### config.mk
export PLATFORM = sky130hd
export DESIGN_NAME = uart_xcvr_core_flat
export DESIGN_NICKNAME = d
export VERILOG_FILES = /design/src/rtl/uart_xcvr_if.sv /design/src/rtl/uart_xcvr_core.sv /design/src/flat_wrapper.sv
export SDC_FILE = /design/constraint.sdc
export NUM_CORES = 1
export LEC_CHECK = 0
export BUFFER_PORTS_ARGS = -buffer_cell sky130_fd_sc_hd__buf_2
export CAP_MARGIN = 10
export CORE_ASPECT_RATIO = 0.7
export CORE_MARGIN = 2
export CORE_UTILIZATION = 55
export CTS_CLUSTER_DIAMETER = 30
export DETAILED_ROUTE_END_ITERATION = 8
export PLACE_DENSITY = 0.77
export SETUP_SLACK_MARGIN = 0.02
export SLEW_MARGIN = 20
export SYNTH_ARGS = -nofsm -noshare
export SYNTH_HDL_FRONTEND = slang
export SYNTH_SLANG_ARGS = --single-unit
### constraint.sdc
create_clock -name clk -period 8.6 [get_ports clk]
set_input_delay 0.86 -clock clk [delete_from_list [all_inputs] [get_ports clk]]
set_output_delay 0.86 -clock clk [all_outputs]
set_load 0.01 [all_outputs]
### src/rtl/uart_xcvr_if.sv
// uart_xcvr_if
//  Byte-level handshake bundle between a host and the UART transceiver core.
//  Signals:
//   tx_valid / tx_ready / tx_data      host offers a byte to transmit
//   rx_valid / rx_data                 one-cycle pulse with a received byte
//   rx_par_err / rx_frm_err            frame errors, qualified by rx_valid
//   rx_timeout                         one-cycle pulse on RX idle timeout
//  Modports: master = host side, slave = transceiver core side.
interface uart_xcvr_if;
    logic       tx_valid;
    logic       tx_ready;
    logic [7:0] tx_data;
    logic       rx_valid;
    logic [7:0] rx_data;
    logic       rx_par_err;
    logic       rx_frm_err;
    logic       rx_timeout;

    modport master (
        output tx_valid, tx_data,
        input  tx_ready, rx_valid, rx_data, rx_par_err, rx_frm_err, rx_timeout
    );

    modport slave (
        input  tx_valid, tx_data,
        output tx_ready, rx_valid, rx_data, rx_par_err, rx_frm_err, rx_timeout
    );
endinterface

### src/rtl/uart_xcvr_core.sv
// uart_xcvr_core
//  UART transmitter/receiver with 16x oversampling and runtime framing:
//  5-8 data bits, parity none/even/odd/stick, 1/1.5/2 stop bits.
//  RX detects false starts, parity and stop errors and idle timeout; the core
//  keeps saturating frame statistics.
//  Ports:
//   clk, rst            clock, synchronous active-high reset
//   cfg_divisor         16x tick every cfg_divisor+1 clk cycles
//   cfg_data_bits       data bits = cfg_data_bits+5
//   cfg_stop2           2 stop bits (1.5 when 5 data bits)
//   cfg_parity_en/cfg_even/cfg_stick  parity selection
//   cfg_timeout         RX idle timeout in bit times, 0 disables
//   clr_counts          zero the statistics counters
//   txd / rxd           serial line out (idle high) / in (asynchronous)
//   rx_count/tx_count/err_count  saturating frame statistics
//   host                byte handshake interface (slave side)
module uart_xcvr_core #(
    parameter int DIV_W = 16,
    parameter int CNT_W = 16,
    parameter int TMO_W = 16
) (
    input  logic             clk,
    input  logic             rst,
    input  logic [DIV_W-1:0] cfg_divisor,
    input  logic [1:0]       cfg_data_bits,
    input  logic             cfg_stop2,
    input  logic             cfg_parity_en,
    input  logic             cfg_even,
    input  logic             cfg_stick,
    input  logic [TMO_W-1:0] cfg_timeout,
    input  logic             clr_counts,
    output logic             txd,
    input  logic             rxd,
    output logic [CNT_W-1:0] rx_count,
    output logic [CNT_W-1:0] tx_count,
    output logic [CNT_W-1:0] err_count,
    uart_xcvr_if.slave       host
);

    typedef enum logic [2:0] {
        TX_IDLE = 3'd0, TX_START = 3'd1, TX_DATA = 3'd2,
        TX_PAR  = 3'd3, TX_STOP1 = 3'd4, TX_STOP2 = 3'd5
    } tx_state_t;

    typedef enum logic [2:0] {
        RX_IDLE = 3'd0, RX_START = 3'd1, RX_DATA = 3'd2,
        RX_PAR  = 3'd3, RX_STOP1 = 3'd4, RX_STOP2 = 3'd5
    } rx_state_t;

    // Mask selecting the active data bits for a given data-bit setting.
    function automatic logic [7:0] data_mask(input logic [1:0] db);
        case (db)
            2'd0:    data_mask = 8'h1F;
            2'd1:    data_mask = 8'h3F;
            2'd2:    data_mask = 8'h7F;
            default: data_mask = 8'hFF;
        endcase
    endfunction

    // Parity bit over the active data bits; stick mode forces ~even.
    function automatic logic par_calc(input logic [7:0] d, input logic [1:0] db,
                                      input logic even, input logic stick);
        logic [7:0] m;
        m = d & data_mask(db);
        if (stick)      par_calc = ~even;
        else if (even)  par_calc = ^m;
        else            par_calc = ~(^m);
    endfunction

    // ---------------- tick generator ----------------
    logic [DIV_W-1:0] div_cnt_r;
    logic [DIV_W-1:0] div_lat_r;
    logic             tick_s;

    assign tick_s = (div_cnt_r == div_lat_r);

    // Free-running divider; the divisor is re-sampled only at reload.
    always_ff @(posedge clk) begin
        if (rst) begin
            div_cnt_r <= '0;
            div_lat_r <= cfg_divisor;
        end else if (tick_s) begin
            div_cnt_r <= '0;
            div_lat_r <= cfg_divisor;
        end else begin
            div_cnt_r <= div_cnt_r + 1'b1;
        end
    end

    // ---------------- transmitter ----------------
    tx_state_t  tx_state_r, tx_state_nx;
    logic [3:0] tx_tick_r, tx_tick_nx;
    logic [2:0] tx_bit_r, tx_bit_nx;
    logic [7:0] tx_shift_r, tx_shift_nx;
    logic [1:0] tx_db_r, tx_db_nx;
    logic       tx_par_r, tx_par_nx;
    logic       tx_pen_r, tx_pen_nx;
    logic       tx_stop2_r, tx_stop2_nx;
    logic       tx_half_r, tx_half_nx;
    logic       txd_r, txd_nx;
    logic       tx_ready_r;
    logic       tx_done_s;
    logic       tx_bit_end_s;
    logic [2:0] tx_last_s;

    // A half-length second stop bit ends after 8 ticks instead of 16.
    assign tx_bit_end_s = tick_s &&
        (tx_tick_r == (((tx_state_r == TX_STOP2) && tx_half_r) ? 4'd7 : 4'd15));
    assign tx_last_s = 3'd4 + {1'b0, tx_db_r};

    // TX next-state, frame latching and next serial level.
    always_comb begin
        tx_state_nx = tx_state_r;
        tx_bit_nx   = tx_bit_r;
        tx_shift_nx = tx_shift_r;
        tx_db_nx    = tx_db_r;
        tx_par_nx   = tx_par_r;
        tx_pen_nx   = tx_pen_r;
        tx_stop2_nx = tx_stop2_r;
        tx_half_nx  = tx_half_r;
        tx_done_s   = 1'b0;
        txd_nx      = 1'b1;
        if (tx_bit_end_s)  tx_tick_nx = 4'd0;
        else if (tick_s)   tx_tick_nx = tx_tick_r + 4'd1;
        else               tx_tick_nx = tx_tick_r;

        case (tx_state_r)
            TX_IDLE: begin
                tx_tick_nx = 4'd0;
                if (host.tx_valid && tx_ready_r) begin
                    tx_state_nx = TX_START;
                    tx_shift_nx = host.tx_data & data_mask(cfg_data_bits);
                    tx_db_nx    = cfg_data_bits;
                    tx_par_nx   = par_calc(host.tx_data, cfg_data_bits, cfg_even, cfg_stick);
                    tx_pen_nx   = cfg_parity_en;
                    tx_stop2_nx = cfg_stop2;
                    tx_half_nx  = cfg_stop2 && (cfg_data_bits == 2'd0);
                    tx_bit_nx   = 3'd0;
                end else begin
                    tx_state_nx = TX_IDLE;
                end
            end
            TX_START: begin
                if (tx_bit_end_s) tx_state_nx = TX_DATA;
                else              tx_state_nx = TX_START;
            end
            TX_DATA: begin
                if (tx_bit_end_s) begin
                    tx_shift_nx = {1'b0, tx_shift_r[7:1]};
                    if (tx_bit_r == tx_last_s) tx_state_nx = tx_pen_r ? TX_PAR : TX_STOP1;
                    else                       tx_bit_nx   = tx_bit_r + 3'd1;
                end else begin
                    tx_shift_nx = tx_shift_r;
                end
            end
            TX_PAR: begin
                if (tx_bit_end_s) tx_state_nx = TX_STOP1;
                else              tx_state_nx = TX_PAR;
            end
            TX_STOP1: begin
                if (tx_bit_end_s) begin
                    if (tx_stop2_r) begin
                        tx_state_nx = TX_STOP2;
                    end else begin
                        tx_state_nx = TX_IDLE;
                        tx_done_s   = 1'b1;
                    end
                end else begin
                    tx_state_nx = TX_STOP1;
                end
            end
            TX_STOP2: begin
                if (tx_bit_end_s) begin
                    tx_state_nx = TX_IDLE;
                    tx_done_s   = 1'b1;
                end else begin
                    tx_state_nx = TX_STOP2;
                end
            end
            default: tx_state_nx = TX_IDLE;
        endcase

        // Serial level is registered, so it follows the state being entered.
        case (tx_state_nx)
            TX_START: txd_nx = 1'b0;
            TX_DATA:  txd_nx = tx_shift_nx[0];
            TX_PAR:   txd_nx = tx_par_nx;
            default:  txd_nx = 1'b1;
        endcase
    end

    // TX state and registered outputs.
    always_ff @(posedge clk) begin
        if (rst) begin
            tx_state_r <= TX_IDLE;
            tx_tick_r  <= 4'd0;
            tx_bit_r   <= 3'd0;
            tx_shift_r <= 8'h00;
            tx_db_r    <= 2'd0;
            tx_par_r   <= 1'b0;
            tx_pen_r   <= 1'b0;
            tx_stop2_r <= 1'b0;
            tx_half_r  <= 1'b0;
            txd_r      <= 1'b1;
            tx_ready_r <= 1'b0;
        end else begin
            tx_state_r <= tx_state_nx;
            tx_tick_r  <= tx_tick_nx;
            tx_bit_r   <= tx_bit_nx;
            tx_shift_r <= tx_shift_nx;
            tx_db_r    <= tx_db_nx;
            tx_par_r   <= tx_par_nx;
            tx_pen_r   <= tx_pen_nx;
            tx_stop2_r <= tx_stop2_nx;
            tx_half_r  <= tx_half_nx;
            txd_r      <= txd_nx;
            tx_ready_r <= (tx_state_nx == TX_IDLE);
        end
    end

    assign txd           = txd_r;
    assign host.tx_ready = tx_ready_r;

    // ---------------- receiver ----------------
    logic       rx_meta_r, rx_sync_r, rx_prev_r;
    logic       rx_fall_s;
    rx_state_t  rx_state_r, rx_state_nx;
    logic [3:0] rx_tick_r, rx_tick_nx;
    logic [2:0] rx_bit_r, rx_bit_nx;
    logic [7:0] rx_acc_r, rx_acc_nx;
    logic [1:0] rx_db_r, rx_db_nx;
    logic       rx_pen_r, rx_pen_nx;
    logic       rx_even_r, rx_even_nx;
    logic       rx_stick_r, rx_stick_nx;
    logic       rx_stop2_r, rx_stop2_nx;
    logic       rx_perr_r, rx_perr_nx;
    logic       rx_ferr_r, rx_ferr_nx;
    logic       rx_sample_s;
    logic       rx_deliver_s;
    logic       rx_err_s;
    logic [2:0] rx_last_s;
    logic       rx_valid_r, rx_par_err_r, rx_frm_err_r;
    logic [7:0] rx_data_r;

    // Two-flop synchroniser plus one delayed copy for edge detection.
    always_ff @(posedge clk) begin
        if (rst) begin
            rx_meta_r <= 1'b1;
            rx_sync_r <= 1'b1;
            rx_prev_r <= 1'b1;
        end else begin
            rx_meta_r <= rxd;
            rx_sync_r <= rx_meta_r;
            rx_prev_r <= rx_sync_r;
        end
    end

    // Needs a high before the low, so a line stuck low cannot re-trigger.
    assign rx_fall_s   = rx_prev_r & ~rx_sync_r;
    // Start is sampled 8 ticks in, every later bit 16 ticks after that.
    assign rx_sample_s = tick_s &&
        (rx_tick_r == ((rx_state_r == RX_START) ? 4'd7 : 4'd15));
    assign rx_last_s   = 3'd4 + {1'b0, rx_db_r};

    // RX next-state, sampling and frame checking.
    always_comb begin
        rx_state_nx  = rx_state_r;
        rx_bit_nx    = rx_bit_r;
        rx_acc_nx    = rx_acc_r;
        rx_db_nx     = rx_db_r;
        rx_pen_nx    = rx_pen_r;
        rx_even_nx   = rx_even_r;
        rx_stick_nx  = rx_stick_r;
        rx_stop2_nx  = rx_stop2_r;
        rx_perr_nx   = rx_perr_r;
        rx_ferr_nx   = rx_ferr_r;
        rx_deliver_s = 1'b0;
        if (rx_sample_s)  rx_tick_nx = 4'd0;
        else if (tick_s)  rx_tick_nx = rx_tick_r + 4'd1;
        else              rx_tick_nx = rx_tick_r;

        case (rx_state_r)
            RX_IDLE: begin
                rx_tick_nx = 4'd0;
                if (rx_fall_s) begin
                    rx_state_nx = RX_START;
                    rx_bit_nx   = 3'd0;
                    rx_acc_nx   = 8'h00;
                    rx_db_nx    = cfg_data_bits;
                    rx_pen_nx   = cfg_parity_en;
                    rx_even_nx  = cfg_even;
                    rx_stick_nx = cfg_stick;
                    rx_stop2_nx = cfg_stop2;
                    rx_perr_nx  = 1'b0;
                    rx_ferr_nx  = 1'b0;
                end else begin
                    rx_state_nx = RX_IDLE;
                end
            end
            RX_START: begin
                if (rx_sample_s) rx_state_nx = rx_sync_r ? RX_IDLE : RX_DATA;
                else             rx_state_nx = RX_START;
            end
            RX_DATA: begin
                if (rx_sample_s) begin
                    rx_acc_nx[rx_bit_r] = rx_sync_r;
                    if (rx_bit_r == rx_last_s) rx_state_nx = rx_pen_r ? RX_PAR : RX_STOP1;
                    else                       rx_bit_nx   = rx_bit_r + 3'd1;
                end else begin
                    rx_state_nx = RX_DATA;
                end
            end
            RX_PAR: begin
                if (rx_sample_s) begin
                    rx_perr_nx  = rx_sync_r ^ par_calc(rx_acc_r, rx_db_r, rx_even_r, rx_stick_r);
                    rx_state_nx = RX_STOP1;
                end else begin
                    rx_state_nx = RX_PAR;
                end
            end
            RX_STOP1: begin
                if (rx_sample_s) begin
                    rx_ferr_nx = rx_ferr_r | ~rx_sync_r;
                    if (rx_stop2_r) begin
                        rx_state_nx = RX_STOP2;
                    end else begin
                        rx_state_nx  = RX_IDLE;
                        rx_deliver_s = 1'b1;
                    end
                end else begin
                    rx_state_nx = RX_STOP1;
                end
            end
            RX_STOP2: begin
                if (rx_sample_s) begin
                    rx_ferr_nx   = rx_ferr_r | ~rx_sync_r;
                    rx_state_nx  = RX_IDLE;
                    rx_deliver_s = 1'b1;
                end else begin
                    rx_state_nx = RX_STOP2;
                end
            end
            default: rx_state_nx = RX_IDLE;
        endcase

        rx_err_s = rx_perr_nx | rx_ferr_nx;
    end

    // RX state and registered frame outputs.
    always_ff @(posedge clk) begin
        if (rst) begin
            rx_state_r   <= RX_IDLE;
            rx_tick_r    <= 4'd0;
            rx_bit_r     <= 3'd0;
            rx_acc_r     <= 8'h00;
            rx_db_r      <= 2'd0;
            rx_pen_r     <= 1'b0;
            rx_even_r    <= 1'b0;
            rx_stick_r   <= 1'b0;
            rx_stop2_r   <= 1'b0;
            rx_perr_r    <= 1'b0;
            rx_ferr_r    <= 1'b0;
            rx_valid_r   <= 1'b0;
            rx_data_r    <= 8'h00;
            rx_par_err_r <= 1'b0;
            rx_frm_err_r <= 1'b0;
        end else begin
            rx_state_r <= rx_state_nx;
            rx_tick_r  <= rx_tick_nx;
            rx_bit_r   <= rx_bit_nx;
            rx_acc_r   <= rx_acc_nx;
            rx_db_r    <= rx_db_nx;
            rx_pen_r   <= rx_pen_nx;
            rx_even_r  <= rx_even_nx;
            rx_stick_r <= rx_stick_nx;
            rx_stop2_r <= rx_stop2_nx;
            rx_perr_r  <= rx_perr_nx;
            rx_ferr_r  <= rx_ferr_nx;
            rx_valid_r <= rx_deliver_s;
            if (rx_deliver_s) begin
                rx_data_r    <= rx_acc_r;
                rx_par_err_r <= rx_perr_nx;
                rx_frm_err_r <= rx_ferr_nx;
            end
        end
    end

    // ---------------- idle timeout ----------------
    logic [3:0]       tmo_tick_r;
    logic [TMO_W-1:0] tmo_bits_r;
    logic             tmo_armed_r;
    logic             tmo_pulse_r;
    logic             tmo_run_s;
    logic             tmo_fire_s;

    assign tmo_run_s  = (rx_state_r == RX_IDLE) && rx_sync_r && tmo_armed_r &&
                        (cfg_timeout != '0);
    assign tmo_fire_s = tmo_run_s && (tmo_bits_r >= cfg_timeout);

    // Bit-time counter while idle-high; fires once, re-armed by a frame or clear.
    always_ff @(posedge clk) begin
        if (rst) begin
            tmo_tick_r  <= 4'd0;
            tmo_bits_r  <= '0;
            tmo_armed_r <= 1'b1;
            tmo_pulse_r <= 1'b0;
        end else if (clr_counts || rx_deliver_s) begin
            tmo_tick_r  <= 4'd0;
            tmo_bits_r  <= '0;
            tmo_armed_r <= 1'b1;
            tmo_pulse_r <= 1'b0;
        end else if (tmo_fire_s) begin
            tmo_tick_r  <= 4'd0;
            tmo_bits_r  <= '0;
            tmo_armed_r <= 1'b0;
            tmo_pulse_r <= 1'b1;
        end else if (!tmo_run_s) begin
            tmo_tick_r  <= 4'd0;
            tmo_bits_r  <= '0;
            tmo_pulse_r <= 1'b0;
        end else begin
            tmo_pulse_r <= 1'b0;
            if (tick_s) begin
                tmo_tick_r <= tmo_tick_r + 4'd1;
                if (tmo_tick_r == 4'd15) tmo_bits_r <= tmo_bits_r + 1'b1;
            end
        end
    end

    // ---------------- statistics ----------------
    // Saturating counters; a clear wins over a same-cycle increment.
    always_ff @(posedge clk) begin
        if (rst || clr_counts) begin
            rx_count  <= '0;
            tx_count  <= '0;
            err_count <= '0;
        end else begin
            if (rx_deliver_s && !(&rx_count)) rx_count <= rx_count + 1'b1;
            if (tx_done_s && !(&tx_count))    tx_count <= tx_count + 1'b1;
            if (((rx_deliver_s && rx_err_s) || tmo_fire_s) && !(&err_count))
                err_count <= err_count + 1'b1;
        end
    end

    assign host.rx_valid   = rx_valid_r;
    assign host.rx_data    = rx_data_r;
    assign host.rx_par_err = rx_par_err_r;
    assign host.rx_frm_err = rx_frm_err_r;
    assign host.rx_timeout = tmo_pulse_r;

endmodule

### src/flat_wrapper.sv
// flat-port wrapper written by rule: the top's interface ports become plain ports
module uart_xcvr_core_flat 
#(
    parameter int DIV_W = 16,
    parameter int CNT_W = 16,
    parameter int TMO_W = 16
)
  (clk, rst, cfg_divisor, cfg_data_bits, cfg_stop2, cfg_parity_en, cfg_even, cfg_stick, cfg_timeout, clr_counts, txd, rxd, rx_count, tx_count, err_count, host_tx_valid, host_tx_data, host_tx_ready, host_rx_valid, host_rx_data, host_rx_par_err, host_rx_frm_err, host_rx_timeout);
  uart_xcvr_if host_i ();
  input  logic clk;
  input  logic rst;
  input  logic [DIV_W-1:0] cfg_divisor;
  input  logic [1:0] cfg_data_bits;
  input  logic cfg_stop2;
  input  logic cfg_parity_en;
  input  logic cfg_even;
  input  logic cfg_stick;
  input  logic [TMO_W-1:0] cfg_timeout;
  input  logic clr_counts;
  output logic txd;
  input  logic rxd;
  output logic [CNT_W-1:0] rx_count;
  output logic [CNT_W-1:0] tx_count;
  output logic [CNT_W-1:0] err_count;
  input wire logic [$bits(host_i.tx_valid)-1:0] host_tx_valid;
  input wire logic [$bits(host_i.tx_data)-1:0] host_tx_data;
  output wire logic [$bits(host_i.tx_ready)-1:0] host_tx_ready;
  output wire logic [$bits(host_i.rx_valid)-1:0] host_rx_valid;
  output wire logic [$bits(host_i.rx_data)-1:0] host_rx_data;
  output wire logic [$bits(host_i.rx_par_err)-1:0] host_rx_par_err;
  output wire logic [$bits(host_i.rx_frm_err)-1:0] host_rx_frm_err;
  output wire logic [$bits(host_i.rx_timeout)-1:0] host_rx_timeout;
  assign host_i.tx_valid = host_tx_valid;
  assign host_i.tx_data = host_tx_data;
  assign host_tx_ready = host_i.tx_ready;
  assign host_rx_valid = host_i.rx_valid;
  assign host_rx_data = host_i.rx_data;
  assign host_rx_par_err = host_i.rx_par_err;
  assign host_rx_frm_err = host_i.rx_frm_err;
  assign host_rx_timeout = host_i.rx_timeout;
  uart_xcvr_core #(.DIV_W(DIV_W), .CNT_W(CNT_W), .TMO_W(TMO_W)) u_core (.clk(clk), .rst(rst), .cfg_divisor(cfg_divisor), .cfg_data_bits(cfg_data_bits), .cfg_stop2(cfg_stop2), .cfg_parity_en(cfg_parity_en), .cfg_even(cfg_even), .cfg_stick(cfg_stick), .cfg_timeout(cfg_timeout), .clr_counts(clr_counts), .txd(txd), .rxd(rxd), .rx_count(rx_count), .tx_count(tx_count), .err_count(err_count), .host(host_i));
endmodule
======== Word level (Yosys, flattened, before mapping) ========
Cells that the tools add are included.
Widths: inputs -> output; s select.
storage, ports and cells
  flip-flop bits (word level) ............. 168
  input port bits ......................... 51
  word-level logic and storage cells ...... 215
operators by class
  add/sub/neg operators ................... 12
  magnitude comparators ................... 3
  equality and inequality tests ........... 30
  multiplexer cells ....................... 72
  bitwise logic cells ..................... 12
  reduce and logical (&&, ||, !) cells .... 47
operators by type and width
  cell                   number
  $add 16x1->16 const B  5
  $mux 8                 8
  $mux 3                 21
  $pmux 8 s3             2
  $reduce_and 16->1      3
  $pmux 3 s6             2
  $mux 16                2
  $pmux 8 s2             2
  $mux 1                 22
  $eq 3x2->1 const B     6
  $and 8x8->8            2
  $eq 16x16->1           1
  $ge 16x16->1           1
  $reduce_bool 16->1     1
  $reduce_xor 8->1       2
  $logic_and 1x1->1      14
  $add 4x1->4 const B    3
  $eq 3x3->1 const B     4
  $pmux 3 s2             2
  $eq 3x1->1 const B     3
  $logic_not 3->1        3
  $bwmux 8               1
  $eq 4x4->1             2
  $mux 4                 2
  other kinds (29)       62

======== Logic depth before layout (Yosys ltp) ========
  depth in word-level cells ............... 20
  mapped depth ............................ 12

======== Worst setup path after synthesis ========
OpenSTA, ideal clock, no wires.
  kind .................................... input to register
  from .................................... input cfg_timeout[3]
  to ...................................... register u_core.err_count[14]
  setup time .............................. 0.070 ns
  data arrival time ....................... 2.887 ns
  path slack .............................. 5.643 ns
  stages .................................. 11
  path buffers ............................ 1
  cells stage by stage .................... inv_1 > ha_1 > a2111oi_0 > o21ai_0 > a31oi_1 > o211ai_1 > a21boi_1 > a21oi_1 > buf_2 > a31o_2 > a21oi_1
on the way
  word-level cells in the longest chain between the ends .. 5
ends and longest elaborated chain
  item                                                                  RTL line               RTL
  start, declared                                                       flat_wrapper.sv:18     input logic [TMO_W-1:0] cfg_timeout;
  parallel branches: the longest is 2 deep, another holds $ge 16x16->1  -
  $logic_and 1x1->1 (*)                                                 uart_xcvr_core.sv:398  assign tmo_fire_s = tmo_run_s && (tmo_bits_r >= cfg_timeout);
  $logic_or 1x1->1 (*)                                                  uart_xcvr_core.sv:440  if (((rx_deliver_s && rx_err_s) || tmo_fire_s) && !(&err_count))
  $logic_and 1x1->1 (*)                                                 uart_xcvr_core.sv:440
  end signal, assigned                                                  uart_xcvr_core.sv:441  err_count <= err_count + 1'b1;
  end, declared                                                         uart_xcvr_core.sv:36   output logic [CNT_W-1:0] err_count,
Mark *: on every way between the ends.
A chain may end at the register's enable or synchronous reset.

======== Worst setup path in the final report ========
  from .................................... register u_core.rx_state_r[0]
  to ...................................... register u_core.err_count[13]
on the way
  word-level cells in the longest chain between the ends .. 10
ends and longest elaborated chain
  item                              RTL line                                                             RTL
  start, declared                   uart_xcvr_core.sv:227                                                rx_state_t rx_state_r, rx_state_nx;
  start signal, assigned            uart_xcvr_core.sv:368                                                rx_state_r <= rx_state_nx;
  $eq 3x1->1                        uart_xcvr_core.sv:262                                                (rx_tick_r == ((rx_state_r == RX_START) ? 4'd7 : 4'd15));
  $mux 4                            uart_xcvr_core.sv:262
  $eq 4x4->1                        uart_xcvr_core.sv:262
  $logic_and 1x1->1                 uart_xcvr_core.sv:261                                                assign rx_sample_s = tick_s &&
  $mux 1, on equally long branches  uart_xcvr_core.sv:314, uart_xcvr_core.sv:322, uart_xcvr_core.sv:335
  $pmux 1 s2                        uart_xcvr_core.sv:282                                                case (rx_state_r)
  $or 1x1->1                        uart_xcvr_core.sv:346                                                rx_err_s = rx_perr_nx | rx_ferr_nx;
  $logic_and 1x1->1                 uart_xcvr_core.sv:440
  $logic_or 1x1->1 (*)              uart_xcvr_core.sv:440
  $logic_and 1x1->1 (*)             uart_xcvr_core.sv:440
Mark *: on every way between the ends. The rest lies on a longest branch, timed or not.

==> impl_results.md <==
* Synth Area per Inst at 8.738 µm²
* Number of diodes at 0
* Crit path launch type: flip-flop
* Per-cell routed wire length at around 14 µm
* Slew Viols, Final at 0
* Gr usage total at a little under a quarter
* Max_cap viols at 0
* Dpl cell area at 8670 µm²
* Congestion Overflow GR at 0
* Most common flop cell mapped by yosys: dfxtp_1
* Non-filler cells, final at between 1000 and 1500
* Via count at 6537
* Largest net degree at the start of global routing at 67
* Synth Cell Area at 7969 µm²
* Routed WL at roughly 17 mm
* Hold buffer count at cts at 0
* Remaining DRCs at 0
* Leak at between 3 and 4 nW
* Slew HR at 42.51%
* Clock latency on the worst-skew pair at between 0.4 and 0.5 ns
* CTS HTree Levels at 4
* Post-CTS Setup Repair Bufs at 0
* Die Wd at 147.9 µm
* Min Tclk post-route at 3.434 ns
* CTS root buffer: clkbuf_16
* P_sw at 0.3996 mW
* Actual slew at the worst max-slew pin at roughly 0.86 ns
* Post-synth EDFFs at 16
* Fillers at roughly 1200
* Maximum VDD drop at 0.1411 mV
* Layout cells sized above 1 at 16.49%
* Gpl congestion at approximately 0.81
* Most frequent cells after synthesis: dfxtp_1 (152), nor2_1 (139), nand2_1 (89), xnor2_1 (66), a21oi_1 (48)
* Skew final at 0.01346 ns
* P per Cell Area at ~180 nW/µm²
* Final TNS setup at 0 ns
* Layout area overhead at 15.87%
* Iteration-0 DRC Markers at about 410
* Worst min path class: flip-flop to flip-flop
* Run status: finished, final reports clean
* Arr. time, crit path at 3.75 ns
* Post-Syn Instances at between 900 and 1000
* Hold EP: u_core.rx_sync_r
* Die Footprint at 15480 µm²
* Post-synth cell types at 58
* Nets at 1089
* Top-count cell post-synth: dfxtp_1
* Final period utilization at about two fifths
* Sink Count at between 150 and 200
* Initial antenna violation count at 0
* Final hold viol count at 0
* Worst r2r src: u_core.rx_state_r[0]
* Reg2Reg Setup Slack at 5.17 ns
* CP Class: flip-flop to flip-flop
* Sequential share of power at 50.0%
* Top post-synthesis cells by area: dfxtp_1 (38%), xnor2_1 (7.3%), nor2_1 (6.5%)
* Setup crit end kind: flip-flop
* Synth top area share at a little under two fifths
* Crit path required time at 8.92 ns
* Beginning of the worst hold path: u_core.rx_meta_r
* I/O pin count at 113
* Combinational Power Share at 5.0%
* Average via count per standard cell at 5.380
* Max Fclk at slightly below 0.3 GHz
* Pint at roughly 1.2 mW
* Rows at 36
* Vias in the first global route at approximately 5900
* Clock buffer depth at 2
* Post-Syn Nets at a little under 1000
* Die height at 104.7 µm
* Worst R2R Path Depth at 10
* Cell count after placement at around 1200
* Finish-stage setup viols at 0
* IO buf count at 112
* Core area at 14050 µm²
* Hold path depth at 1
* CTS tree: yes
* First-pass GRT wire length at 28.77 mm
* CTS resizes at 0
* Sw frac at 24.59%
* Ys async rst share at 0%
* R2R Path End: u_core.err_count[13]
* Post-synthesis register bit count at 168
* RSZ-0062 raised after global routing: no
* Clk pwr share at 45.0%
* Reg clk slew, reported paths at 0.07 ns
* Synth area leader: dfxtp_1
* Num CTS Buffers at 17
* Iteration count of the initial detailed-routing pass at 7
* CP Max Fanout at 21
* Design Area, Final at 9234 µm²
* Yosys warns at 0
* Antenna Nets Post-Route at 0
* Post-synthesis sequential area ratio at between 40 and 50%
* HPWL after detailed placement at roughly 12 mm
* Starting Density at 56.70%
## layout by cell type, fill, tap and decap left out, types with 4 or more instances in the layout
cell / n
a21o_1: 9
a21oi_1: 48
a22oi_1: 7
a31oi_1: 5
and2_1: 8
and3_1: 19
and4_1: 6
buf_2: 112
buf_4: 6
clkbuf_16: 17
dfxtp_1: 152
edfxtp_1: 16
ha_1: 26
inv_1: 31
inv_6: 4
inv_8: 5
mux2i_1: 19
nand2_1: 89
nand2b_1: 6
nand3_1: 39
nand4_1: 29
nor2_1: 139
nor2b_1: 8
nor3_1: 23
nor4_1: 6
o21ai_0: 22
or2_2: 5
or3_1: 9
xnor2_1: 66
xor2_1: 46
## worst max-delay path: stages (launching register included)
cell      delay [ns]
dfxtp_1         0.49
nor3b_1         0.27
xnor2_1         0.20
nor3_1          0.37
and3_1          0.79
nand2b_1        0.17
a21boi_1        0.22
a21oi_1         0.17
buf_4           0.25
nand4_1         0.12
mux2_2          0.28
## stage by stage
stage          total power [mW]  hold WS, ns  setup slack, ns  utilization, %
4_1_cts                   1.634       0.4292            5.160           65.71
6_report                  1.625       0.4214            5.166           65.71
2_1_floorplan            0.8818       0.3895            5.643               -
3_3_place_gp             0.9106       0.4007            5.253           61.69
5_1_grt                   1.683       0.4404            4.794           65.71
3_5_place_dp             0.9111       0.3997            5.167           61.69
## power groups by stage
stage	clock (mW)	combinational, mW	sequential (mW)
2_1_floorplan	0	0.0557	0.826
3_3_place_gp	0	0.0809	0.830
3_5_place_dp	0	0.0813	0.830
4_1_cts	0.740	0.0819	0.812
5_1_grt	0.777	0.0928	0.813
6_report	0.732	0.0815	0.812
## metal layers
layer	vias to the layer above	wire length (µm)	global-route usage [%]
met5	-	0	0
met4	0	148	6.190
met3	15	1092	4.105
met2	197	6926	31.59
met1	2991	8776	35.09
li1	3334	-	-
## sequential cells by signal (all words and copies together), names as in the netlist, 8 cells and up
name	count
u_core.div_cnt_r	16
u_core.tmo_bits_r	16
u_core.host.rx_data	8
u_core.tx_shift_r	8
u_core.rx_count	16
u_core.err_count	16
u_core.div_lat_r	16
u_core.tx_count	16
u_core.rx_acc_r	8
## worst max path at each step
stage	startpoint	slack, ns	to	cells after the start
after global routing	u_core.rx_state_r[0]	4.79	u_core.err_count[13]	9
after detailed placement	u_core.div_lat_r[13]	5.17	u_core.err_count[13]	11
after CTS	u_core.div_lat_r[13]	5.16	u_core.err_count[13]	11
after floorplan	cfg_timeout[3]	5.64	u_core.err_count[14]	11
after global placement	cfg_timeout[3]	5.25	u_core.err_count[13]	12
final	u_core.rx_state_r[0]	5.17	u_core.err_count[13]	10
## layout make-up
class	instances	area (µm²)	share of cell area, %
Inverter	31	116.4	1.260
Clock buffer	18	439.2	4.756
Tap cell	190	237.7	2.575
Timing Repair Buffer	118	605.6	6.558
Clock inverter	14	125.1	1.355
Sequential cell	168	3523	38.16
Multi-Input combinational cell	676	4187	45.34
## kinds of logic (layout without fill, tap and decap cells)
| group | count (synthesis) | in the layout | synth area share, % |
|---|---|---|---|
| fa+ha+maj | 26 | 26 | 4.082 |
| flops | 168 | 168 | 44.21 |
| simple gates | 402 | 402 | 24.45 |
| compound gates | 116 | 116 | 9.091 |
| xor+xnor | 112 | 112 | 12.31 |
| buf+inv | 68 | 181 | 3.329 |
| mux | 20 | 20 | 2.528 |
No activity file was read; power rests on OpenSTA's default activity.
